===== config.mk =====
export PLATFORM = sky130hd
export DESIGN_NAME = systolic_mac_pe_flat
export DESIGN_NICKNAME = d
export VERILOG_FILES = /design/src/rtl/systolic_mac_pe_if.sv /design/src/rtl/systolic_mac_pe.sv /design/src/flat_wrapper.sv
export SDC_FILE = /design/constraint.sdc
export NUM_CORES = 1
export LEC_CHECK = 0
export ABC_AREA = 0
export CAP_MARGIN = 10
export CELL_PAD_IN_SITES_DETAIL_PLACEMENT = 1
export CELL_PAD_IN_SITES_GLOBAL_PLACEMENT = 1
export CORE_ASPECT_RATIO = 1.4
export CORE_MARGIN = 2
export CORE_UTILIZATION = 37
export DETAILED_ROUTE_END_ITERATION = 12
export GPL_TIMING_DRIVEN = 0
export PLACE_DENSITY = 0.67
export SYNTH_ARGS = -nofsm -noshare
export SYNTH_HDL_FRONTEND = slang
export SYNTH_SLANG_ARGS = --single-unit
export TNS_END_PERCENT = 30

===== constraint.sdc =====
create_clock -name clk -period 7.71 [get_ports clk]
set_input_delay 1.542 -clock clk [delete_from_list [all_inputs] [get_ports clk]]
set_output_delay 1.542 -clock clk [all_outputs]
set_load 0.1 [all_outputs]

===== src/rtl/systolic_mac_pe_if.sv =====
// Operand, result-chain and status bundle of one systolic MAC processing element.
// The master drives operands and chain inputs; the PE is the slave.
interface systolic_mac_pe_if #(
   parameter int unsigned DATA_WIDTH = 16
);
   logic                  start;
   logic [DATA_WIDTH-1:0] bias_in;
   logic [DATA_WIDTH-1:0] a_in;
   logic                  a_valid;
   logic                  a_last;
   logic [DATA_WIDTH-1:0] b_in;
   logic                  b_valid;
   logic [DATA_WIDTH-1:0] a_out;
   logic                  a_valid_out;
   logic                  a_last_out;
   logic [DATA_WIDTH-1:0] b_out;
   logic                  b_valid_out;
   logic                  shift_en;
   logic [DATA_WIDTH-1:0] res_in;
   logic                  res_valid_in;
   logic [DATA_WIDTH-1:0] res_out;
   logic                  res_valid_out;
   logic                  done;
   logic                  sat;
   logic                  err;
   logic [1:0]            state;

   modport master (
      output start, bias_in, a_in, a_valid, a_last, b_in, b_valid, shift_en, res_in,
             res_valid_in,
      input  a_out, a_valid_out, a_last_out, b_out, b_valid_out, res_out, res_valid_out,
             done, sat, err, state
   );

   modport slave (
      input  start, bias_in, a_in, a_valid, a_last, b_in, b_valid, shift_en, res_in,
             res_valid_in,
      output a_out, a_valid_out, a_last_out, b_out, b_valid_out, res_out, res_valid_out,
             done, sat, err, state
   );
endinterface


===== src/rtl/systolic_mac_pe.sv =====
// Systolic-array MAC processing element: forwards operands, accumulates a biased dot product,
// then rounds and saturates the result into a daisy-chained result shift register.
module systolic_mac_pe #(
   parameter int unsigned DATA_WIDTH  = 16,
   parameter int unsigned ACC_WIDTH   = 48,
   parameter int unsigned FRAC_BITS   = 0,
   parameter bit          SIGNED      = 1'b1,
   parameter int unsigned MAC_LATENCY = 3
) (
   input logic              clk,
   input logic              rst,
   systolic_mac_pe_if.slave bus
);
   localparam int unsigned PW = 2 * DATA_WIDTH;
   localparam int unsigned SW = ACC_WIDTH + 1;
   localparam int unsigned CW = $clog2(MAC_LATENCY + 1);

   typedef enum logic [1:0] {StIdle = 2'd0, StAccum = 2'd1, StDrain = 2'd2} state_e;

   state_e               state_q;
   logic [ACC_WIDTH-1:0] acc_q;
   logic [ACC_WIDTH-1:0] pipe_q [MAC_LATENCY];
   logic [CW-1:0]        cnt_q;

   logic                  pair;
   logic                  accept;
   logic [PW-1:0]         a_ext;
   logic [PW-1:0]         b_ext;
   logic [PW-1:0]         prod;
   logic [ACC_WIDTH-1:0]  prod_ext;
   logic [ACC_WIDTH-1:0]  bias_ext;
   logic [SW-1:0]         acc_ext;
   logic [SW-1:0]         rounded;
   logic [SW-1:0]         shifted;
   logic                  fits;
   logic [DATA_WIDTH-1:0] res_rnd;

   assign bus.state = state_q;

   always_comb begin
      pair   = bus.a_valid && bus.b_valid;
      accept = pair && (state_q == StAccum);
      if (SIGNED) begin
         a_ext    = {{DATA_WIDTH{bus.a_in[DATA_WIDTH-1]}}, bus.a_in};
         b_ext    = {{DATA_WIDTH{bus.b_in[DATA_WIDTH-1]}}, bus.b_in};
         bias_ext = {{(ACC_WIDTH-DATA_WIDTH){bus.bias_in[DATA_WIDTH-1]}}, bus.bias_in};
         acc_ext  = {acc_q[ACC_WIDTH-1], acc_q};
      end else begin
         a_ext    = {{DATA_WIDTH{1'b0}}, bus.a_in};
         b_ext    = {{DATA_WIDTH{1'b0}}, bus.b_in};
         bias_ext = {{(ACC_WIDTH-DATA_WIDTH){1'b0}}, bus.bias_in};
         acc_ext  = {1'b0, acc_q};
      end
      // Low PW bits of the product of extended operands are exact for either signedness.
      prod = a_ext * b_ext;
      if (SIGNED) prod_ext = ACC_WIDTH'($signed(prod));
      else        prod_ext = ACC_WIDTH'(prod);

      // One extra bit keeps the half-LSB rounding constant from wrapping the accumulator.
      rounded = acc_ext + ((SW'(1) << FRAC_BITS) >> 1);
      if (SIGNED) begin
         shifted = $signed(rounded) >>> FRAC_BITS;
         fits    = (&shifted[SW-1:DATA_WIDTH-1]) || !(|shifted[SW-1:DATA_WIDTH-1]);
         if (fits)                 res_rnd = shifted[DATA_WIDTH-1:0];
         else if (shifted[SW-1])   res_rnd = {1'b1, {(DATA_WIDTH-1){1'b0}}};
         else                      res_rnd = {1'b0, {(DATA_WIDTH-1){1'b1}}};
      end else begin
         shifted = rounded >> FRAC_BITS;
         fits    = !(|shifted[SW-1:DATA_WIDTH]);
         res_rnd = fits ? shifted[DATA_WIDTH-1:0] : '1;
      end
   end

   always_ff @(posedge clk or posedge rst) begin
      if (rst) begin
         state_q           <= StIdle;
         acc_q             <= '0;
         cnt_q             <= '0;
         for (int unsigned i = 0; i < MAC_LATENCY; i++) pipe_q[i] <= '0;
         bus.a_out         <= '0;
         bus.a_valid_out   <= 1'b0;
         bus.a_last_out    <= 1'b0;
         bus.b_out         <= '0;
         bus.b_valid_out   <= 1'b0;
         bus.res_out       <= '0;
         bus.res_valid_out <= 1'b0;
         bus.done          <= 1'b0;
         bus.sat           <= 1'b0;
         bus.err           <= 1'b0;
      end else begin
         bus.a_out       <= bus.a_in;
         bus.a_valid_out <= bus.a_valid;
         bus.a_last_out  <= bus.a_last;
         bus.b_out       <= bus.b_in;
         bus.b_valid_out <= bus.b_valid;
         bus.done        <= 1'b0;
         bus.sat         <= 1'b0;

         // Idle pipe slots carry zero, so the accumulator can add unconditionally.
         pipe_q[0] <= accept ? prod_ext : '0;
         for (int unsigned i = 1; i < MAC_LATENCY; i++) pipe_q[i] <= pipe_q[i-1];
         acc_q <= acc_q + pipe_q[MAC_LATENCY-1];

         if (bus.shift_en) begin
            bus.res_out       <= bus.res_in;
            bus.res_valid_out <= bus.res_valid_in;
         end

         case (state_q)
            StIdle: begin
               if (bus.start) begin
                  acc_q   <= bias_ext;
                  bus.err <= 1'b0;
                  state_q <= StAccum;
               end
            end
            StAccum: begin
               if (bus.start || (bus.a_valid ^ bus.b_valid)) bus.err <= 1'b1;
               if (accept && bus.a_last) begin
                  cnt_q   <= CW'(MAC_LATENCY);
                  state_q <= StDrain;
               end
            end
            StDrain: begin
               if (bus.start || pair) bus.err <= 1'b1;
               if (cnt_q == '0) begin
                  bus.res_out       <= res_rnd;
                  bus.res_valid_out <= 1'b1;
                  bus.done          <= 1'b1;
                  bus.sat           <= !fits;
                  if (bus.shift_en) bus.err <= 1'b1;
                  state_q <= StIdle;
               end else begin
                  cnt_q <= cnt_q - CW'(1);
               end
            end
            default: state_q <= StIdle;
         endcase
      end
   end
endmodule


===== src/flat_wrapper.sv =====
// flat-port wrapper written by rule: the top's interface ports become plain ports
module systolic_mac_pe_flat 
#(
   parameter int unsigned DATA_WIDTH  = 16,
   parameter int unsigned ACC_WIDTH   = 48,
   parameter int unsigned FRAC_BITS   = 0,
   parameter bit          SIGNED      = 1'b1,
   parameter int unsigned MAC_LATENCY = 3
)
  (clk, rst, bus_start, bus_bias_in, bus_a_in, bus_a_valid, bus_a_last, bus_b_in, bus_b_valid, bus_shift_en, bus_res_in, bus_res_valid_in, bus_a_out, bus_a_valid_out, bus_a_last_out, bus_b_out, bus_b_valid_out, bus_res_out, bus_res_valid_out, bus_done, bus_sat, bus_err, bus_state);
  systolic_mac_pe_if #(.DATA_WIDTH(DATA_WIDTH)) bus_i ();
  input logic clk;
  input logic rst;
  input wire logic [$bits(bus_i.start)-1:0] bus_start;
  input wire logic [$bits(bus_i.bias_in)-1:0] bus_bias_in;
  input wire logic [$bits(bus_i.a_in)-1:0] bus_a_in;
  input wire logic [$bits(bus_i.a_valid)-1:0] bus_a_valid;
  input wire logic [$bits(bus_i.a_last)-1:0] bus_a_last;
  input wire logic [$bits(bus_i.b_in)-1:0] bus_b_in;
  input wire logic [$bits(bus_i.b_valid)-1:0] bus_b_valid;
  input wire logic [$bits(bus_i.shift_en)-1:0] bus_shift_en;
  input wire logic [$bits(bus_i.res_in)-1:0] bus_res_in;
  input wire logic [$bits(bus_i.res_valid_in)-1:0] bus_res_valid_in;
  output wire logic [$bits(bus_i.a_out)-1:0] bus_a_out;
  output wire logic [$bits(bus_i.a_valid_out)-1:0] bus_a_valid_out;
  output wire logic [$bits(bus_i.a_last_out)-1:0] bus_a_last_out;
  output wire logic [$bits(bus_i.b_out)-1:0] bus_b_out;
  output wire logic [$bits(bus_i.b_valid_out)-1:0] bus_b_valid_out;
  output wire logic [$bits(bus_i.res_out)-1:0] bus_res_out;
  output wire logic [$bits(bus_i.res_valid_out)-1:0] bus_res_valid_out;
  output wire logic [$bits(bus_i.done)-1:0] bus_done;
  output wire logic [$bits(bus_i.sat)-1:0] bus_sat;
  output wire logic [$bits(bus_i.err)-1:0] bus_err;
  output wire logic [$bits(bus_i.state)-1:0] bus_state;
  assign bus_i.start = bus_start;
  assign bus_i.bias_in = bus_bias_in;
  assign bus_i.a_in = bus_a_in;
  assign bus_i.a_valid = bus_a_valid;
  assign bus_i.a_last = bus_a_last;
  assign bus_i.b_in = bus_b_in;
  assign bus_i.b_valid = bus_b_valid;
  assign bus_i.shift_en = bus_shift_en;
  assign bus_i.res_in = bus_res_in;
  assign bus_i.res_valid_in = bus_res_valid_in;
  assign bus_a_out = bus_i.a_out;
  assign bus_a_valid_out = bus_i.a_valid_out;
  assign bus_a_last_out = bus_i.a_last_out;
  assign bus_b_out = bus_i.b_out;
  assign bus_b_valid_out = bus_i.b_valid_out;
  assign bus_res_out = bus_i.res_out;
  assign bus_res_valid_out = bus_i.res_valid_out;
  assign bus_done = bus_i.done;
  assign bus_sat = bus_i.sat;
  assign bus_err = bus_i.err;
  assign bus_state = bus_i.state;
  systolic_mac_pe #(.DATA_WIDTH(DATA_WIDTH), .ACC_WIDTH(ACC_WIDTH), .FRAC_BITS(FRAC_BITS), .SIGNED(SIGNED), .MAC_LATENCY(MAC_LATENCY)) u_core (.clk(clk), .rst(rst), .bus(bus_i));
endmodule

Word level (Yosys, flattened, before mapping)
Cells that the tools add are included.

Register bits: 251. Latch bits: 0. RAM bits: 0. Bits in read-only memories: 0. Logic and storage cells: 72. Memories kept: 0.

Add/sub/neg operators: 2. Multipliers: 1. Divide/modulo/power cells: 0. Order comparisons: 0. Eq/ne operators: 7. Shifts and indexed selects: 0. Mux-type cells: 28. Bitwise gates (word level): 1. Reduce and logical (&&, ||, !) cells: 17.

Operators with widths (count): $mux 48 (3); $mux 16 (5); $add 48x48->48 (1); $reduce_and 33->1 (1); $reduce_or 33->1 (1); $mul 16x16->32 (1); $mux 1 (12); $mux 2 (5); $reduce_and 3->1 (3); $ne 2x2->1 const B (4); $pmux 2 s3 (1); $logic_not 2->1 (2); $pmux 2 s2 (1); $logic_and 1x1->1 (3); $logic_or 1x1->1 (3); $pmux 1 s3 (1); $reduce_bool 3->1 (1); $eq 2x1->1 const B (1); $eq 2x2->1 const B (1); $logic_not 1->1 (2); $ne 2x1->1 const B (1); $reduce_bool 2->1 (1); $sub 2x1->2 const B (1); $xor 1x1->1 (1).

Depth between registers and ports, before layout
Depth in word-level cells: 6. Depth in mapped cells: 24.

Worst setup path after synthesis
Ideal clock, no wire load.

Path kind: input to register. From: input port bus_b_in[1]. To: register u_core.pipe_q[126] (netlist name). Setup time: 79 ps. Arrival: 7222 ps. Required time: 7631 ps. Slack: 408 ps. Stages: 22. Cells stage by stage: clkbuf_1 -> nand2_1 -> inv_1 -> fa_1 -> fa_1 -> fa_1 -> fa_1 -> fa_1 -> inv_1 -> fa_1 -> inv_1 -> ha_1 -> a21o_1 -> a21o_1 -> a21o_1 -> a221o_1 -> a22oi_1 -> a31oi_1 -> o21ai_1 -> nand2b_1 -> a31oi_1 -> mux2i_1.

Word-level cells in the longest chain between the ends: 2.

RTL lines: from (decl) (RTL line flat_wrapper.sv:19) `input wire logic [$bits(bus_i.b_in)-1:0] bus_b_in;`; $mul 16x16->32 (RTL line systolic_mac_pe.sv:55) `prod = a_ext * b_ext;`; $mux 48 (RTL line systolic_mac_pe.sv:100) `pipe_q[0] <= accept ? prod_ext : '0;`; to (decl) (RTL line systolic_mac_pe.sv:22) `logic [ACC_WIDTH-1:0] pipe_q [MAC_LATENCY];`.

Every way passes these cells. A chain may end at the register's enable or synchronous reset.

Final worst setup path
From: input port bus_b_in[12]. To: register u_core.pipe_q[126] (netlist name).

Same word-level chain as after synthesis.

==> reports/metrics.cfg <==
[clocking]
root_buffer = clkbuf_16
clk_latency_ps = 540
clkTransAtPathRegs_ps = 60
cts_tree = done
htree_levels = 1
cts_sinks = 203
numCtsBuffers = 24
postCtsHoldBufs = 0
clk_path_buf_depth = 3

[grt]
antenna_found_initial = 1
overflow = 0
grt_use_total_pct = 20.8
grt_max_degree = 113
grt_pass1_wl_um = 85800
grt_pass1_vias = 16000

[worst_setup_path]
required_ps = 8160
critPathMostFrequentCell = fa_1
path_max_fanout = 10
critPathKind = in2reg
path_cells = dlygate4sd2_1 -> clkbuf_2 -> nand2_1 -> fa_1 -> inv_1 -> fa_1 -> fa_1 -> fa_1 -> fa_1 -> inv_1 -> fa_1 -> inv_1 -> ha_1 -> a21o_1 -> a21o_1 -> a21o_1 -> a221o_1 -> a22oi_2 -> a31oi_1 -> o21ai_1 -> nand2b_1 -> a31oi_1 -> mux2i_1
crit_path_end_kind = flop
arrival_ps = 7910
crit_path_start_kind = input pin
max_stage_delay_ps = 550
critPathBufInv = 5
crit_family = adder cells
slowest_stage = fa_1

[drt]
vias = 13600
drt_iter0_drc = 371
drtPass1Iterations = 4
wl_met3_um = 1870
route.detailed.drc = 0
routed_wl_um = 53000
routed.top_layer = met4
wl_met1_um = 19800
ant_nets = 0
viasPerCell = 5.08
routedWlPerCell_um = 19.8
wl_met2_um = 29600

[placed_design]
placed_area_um2 = 20800
port_buffers = 127
dp_slack_ps = -1300
gp_congestion = 0.888
place_inst = 2639
dpl.hpwl_um = 44000

[job]
max-cap-violations = 0

[finish]
fillCellCount = 5673
num_antenna_cells = 0
final_area_um2 = 21600
flow.area_growth_from_synthesis_pct = 15.5
final_cells = 2680
nNetsFinal = 2491
drive_above_1_share_pct = 5.84

[synthesis]
synth.net_count = 2338
netlist.area_leader.share_pct = 28.1
ys_ff_latch = 203
syn_inst = 1868
ys_seq_area_share_pct = 27.1
synth-edff-count = 0
async_flop_share_pct = 100
ys.flop_type = dfrtp_1
yosys.area.top_type = fa_1
syn_area_um2 = 18700
synth_cell_types = 67
syn_area_per_cell_um2 = 10.0
synth_warnings = 0
synthTopCellsByArea = fa_1 28%, dfrtp_1 27%, ha_1 9.0%

[sta]
hold_viol_final = 0
setup_viol = 0
worst_pin_slew_ps = 1100
fmaxAchievable_mhz = 134
finalWorstSetupSlack_ps = 247
min_period_ps = 7460
maxSlewHeadroom_pct = 26.2
drv_slew = 0
rsz0062_at_grt = no
skew_ps = 18.5
fin_crit_sh_pct = 96.8

[die]
die-area_um2 = 52400
die_w_um = 194
die_h_um = 270
initial_core_util_pct = 37.4
num_rows = 97
core-area_um2 = 50000
pin_count = 129

[min_path]
min-delay-path-class = reg2reg

[run_status]
run_status = completed

==> worst register-to-register path: cells and delay by family, from the launching register on <==
kind / cells / cell delay [ps]
AO/OA/AOI/OAI: 5 / 1600
flip-flops: 1 / 820
buffers and inverters: 1 / 180
AND/OR/NAND/NOR: 2 / 220
adder cells (fa/ha/maj): 1 / 350
==> synth_stat cells, types with 12 or more instances <==
library cell / count
and2_1: 125
clkbuf_1: 59
mux2i_1: 20
inv_1: 310
dfrtp_1: 203
nand4_1: 17
nor2_1: 78
nand2b_1: 14
nand2_1: 174
xnor2_1: 34
ha_1: 135
xor2_1: 36
nor3_1: 13
a21oi_1: 92
a211oi_1: 27
a21o_1: 44
o21ai_0: 62
nand3_1: 13
a31oi_1: 12
o21a_1: 16
fa_1: 263
==> metrics by stage <==
stage	util (%)	setup TNS (ps)	hold WS [ps]
floorplan	-	0	331
global route	43.2	0	348
CTS	43.3	0	341
detailed placement	41.7	-13250	336
finish	43.2	0	339
global placement	41.6	-472830	332
==> cell usage in the layout, fill, tap and decap left out, types with 17 or more instances in the layout <==
cell type / n
inv_1: 309
fa_1: 261
dfrtp_1: 203
nand2_1: 174
ha_1: 135
and2_1: 125
clkdlybuf4s50_1: 98
a21oi_1: 92
nor2_1: 78
o21ai_0: 62
a21o_1: 44
clkbuf_2: 41
xor2_1: 36
xnor2_1: 34
clkbuf_1: 30
a211oi_1: 27
clkbuf_16: 24
mux2i_1: 20
nand4_1: 17
==> final timing paths <==
check                              startpoint             endpoint  slack (ps)  cells past startpoint
setup reg to reg            u_core.pipe_q[46]     u_core.acc_q[42]        4430                      9
hold / removal             u_core.pipe_q[116]    u_core.pipe_q[68]         340                      0
max in group asynchronous                 rst    u_core.pipe_q[24]        5220                      3
min in group asynchronous                 rst  u_core.bus.a_out[1]        1470                      2
hold reg to reg            u_core.pipe_q[116]    u_core.pipe_q[68]         340                      0
setup / recovery                 bus_b_in[12]   u_core.pipe_q[126]         250                     23
==> registers in the layout (all words and copies together) (netlist names) <==
signal and count:
u_core.bus.sat 1, u_core.cnt_q 2, u_core.bus.done 1, u_core.bus.res_out 16, u_core.bus.b_out 16, u_core.bus.res_valid_out 1
u_core.bus.a_valid_out 1, u_core.pipe_q 96, u_core.bus.b_valid_out 1, u_core.acc_q 48, u_core.bus.err 1, u_core.bus.state 2
u_core.bus.a_last_out 1, u_core.bus.a_out 16
==> routing by layer <==
metal,GRT usage (%),up-vias
met2,41.5,254
met3,2.32,91
met5,0,-
met4,7.36,0
li1,-,6280
met1,22.2,7000
==> area by class of cell <==
class,instances,area [um2],share of cell area [%]
plain buffers,62,303,1.40
clock buffers,32,691,3.19
clock inverters,10,104,0.480
inverters,310,1170,5.42
multi-input cells,1292,12300,56.7
flip-flops and latches,203,5080,23.5
well taps,643,805,3.72
repair buffers,128,1210,5.59
==> kinds of logic after synthesis <==
logic type / after synthesis / synth area share [%]
AO/OA/AOI/OAI: 317 / 10.9
XOR/XNOR: 70 / 3.28
adder cells (fa/ha/maj): 398 / 37.1
buffers and inverters: 373 / 7.54
flip-flops: 203 / 27.1
multiplexers: 20 / 1.07
AND/OR/NAND/NOR: 487 / 12.9
==> repair_timing <==
action / 4_1_cts / 5_1_grt
buffers inserted: 0 / 0
hold endpoints to repair: 0 / 0
pin swaps: 0 / 0
resized for setup: 72 / 53
endpoints found under the setup margin: 12 / 6
Power is left out: the tool's default activity adds up to more than one toggle a clock period on the data nets, which glitch-free logic cannot reach.
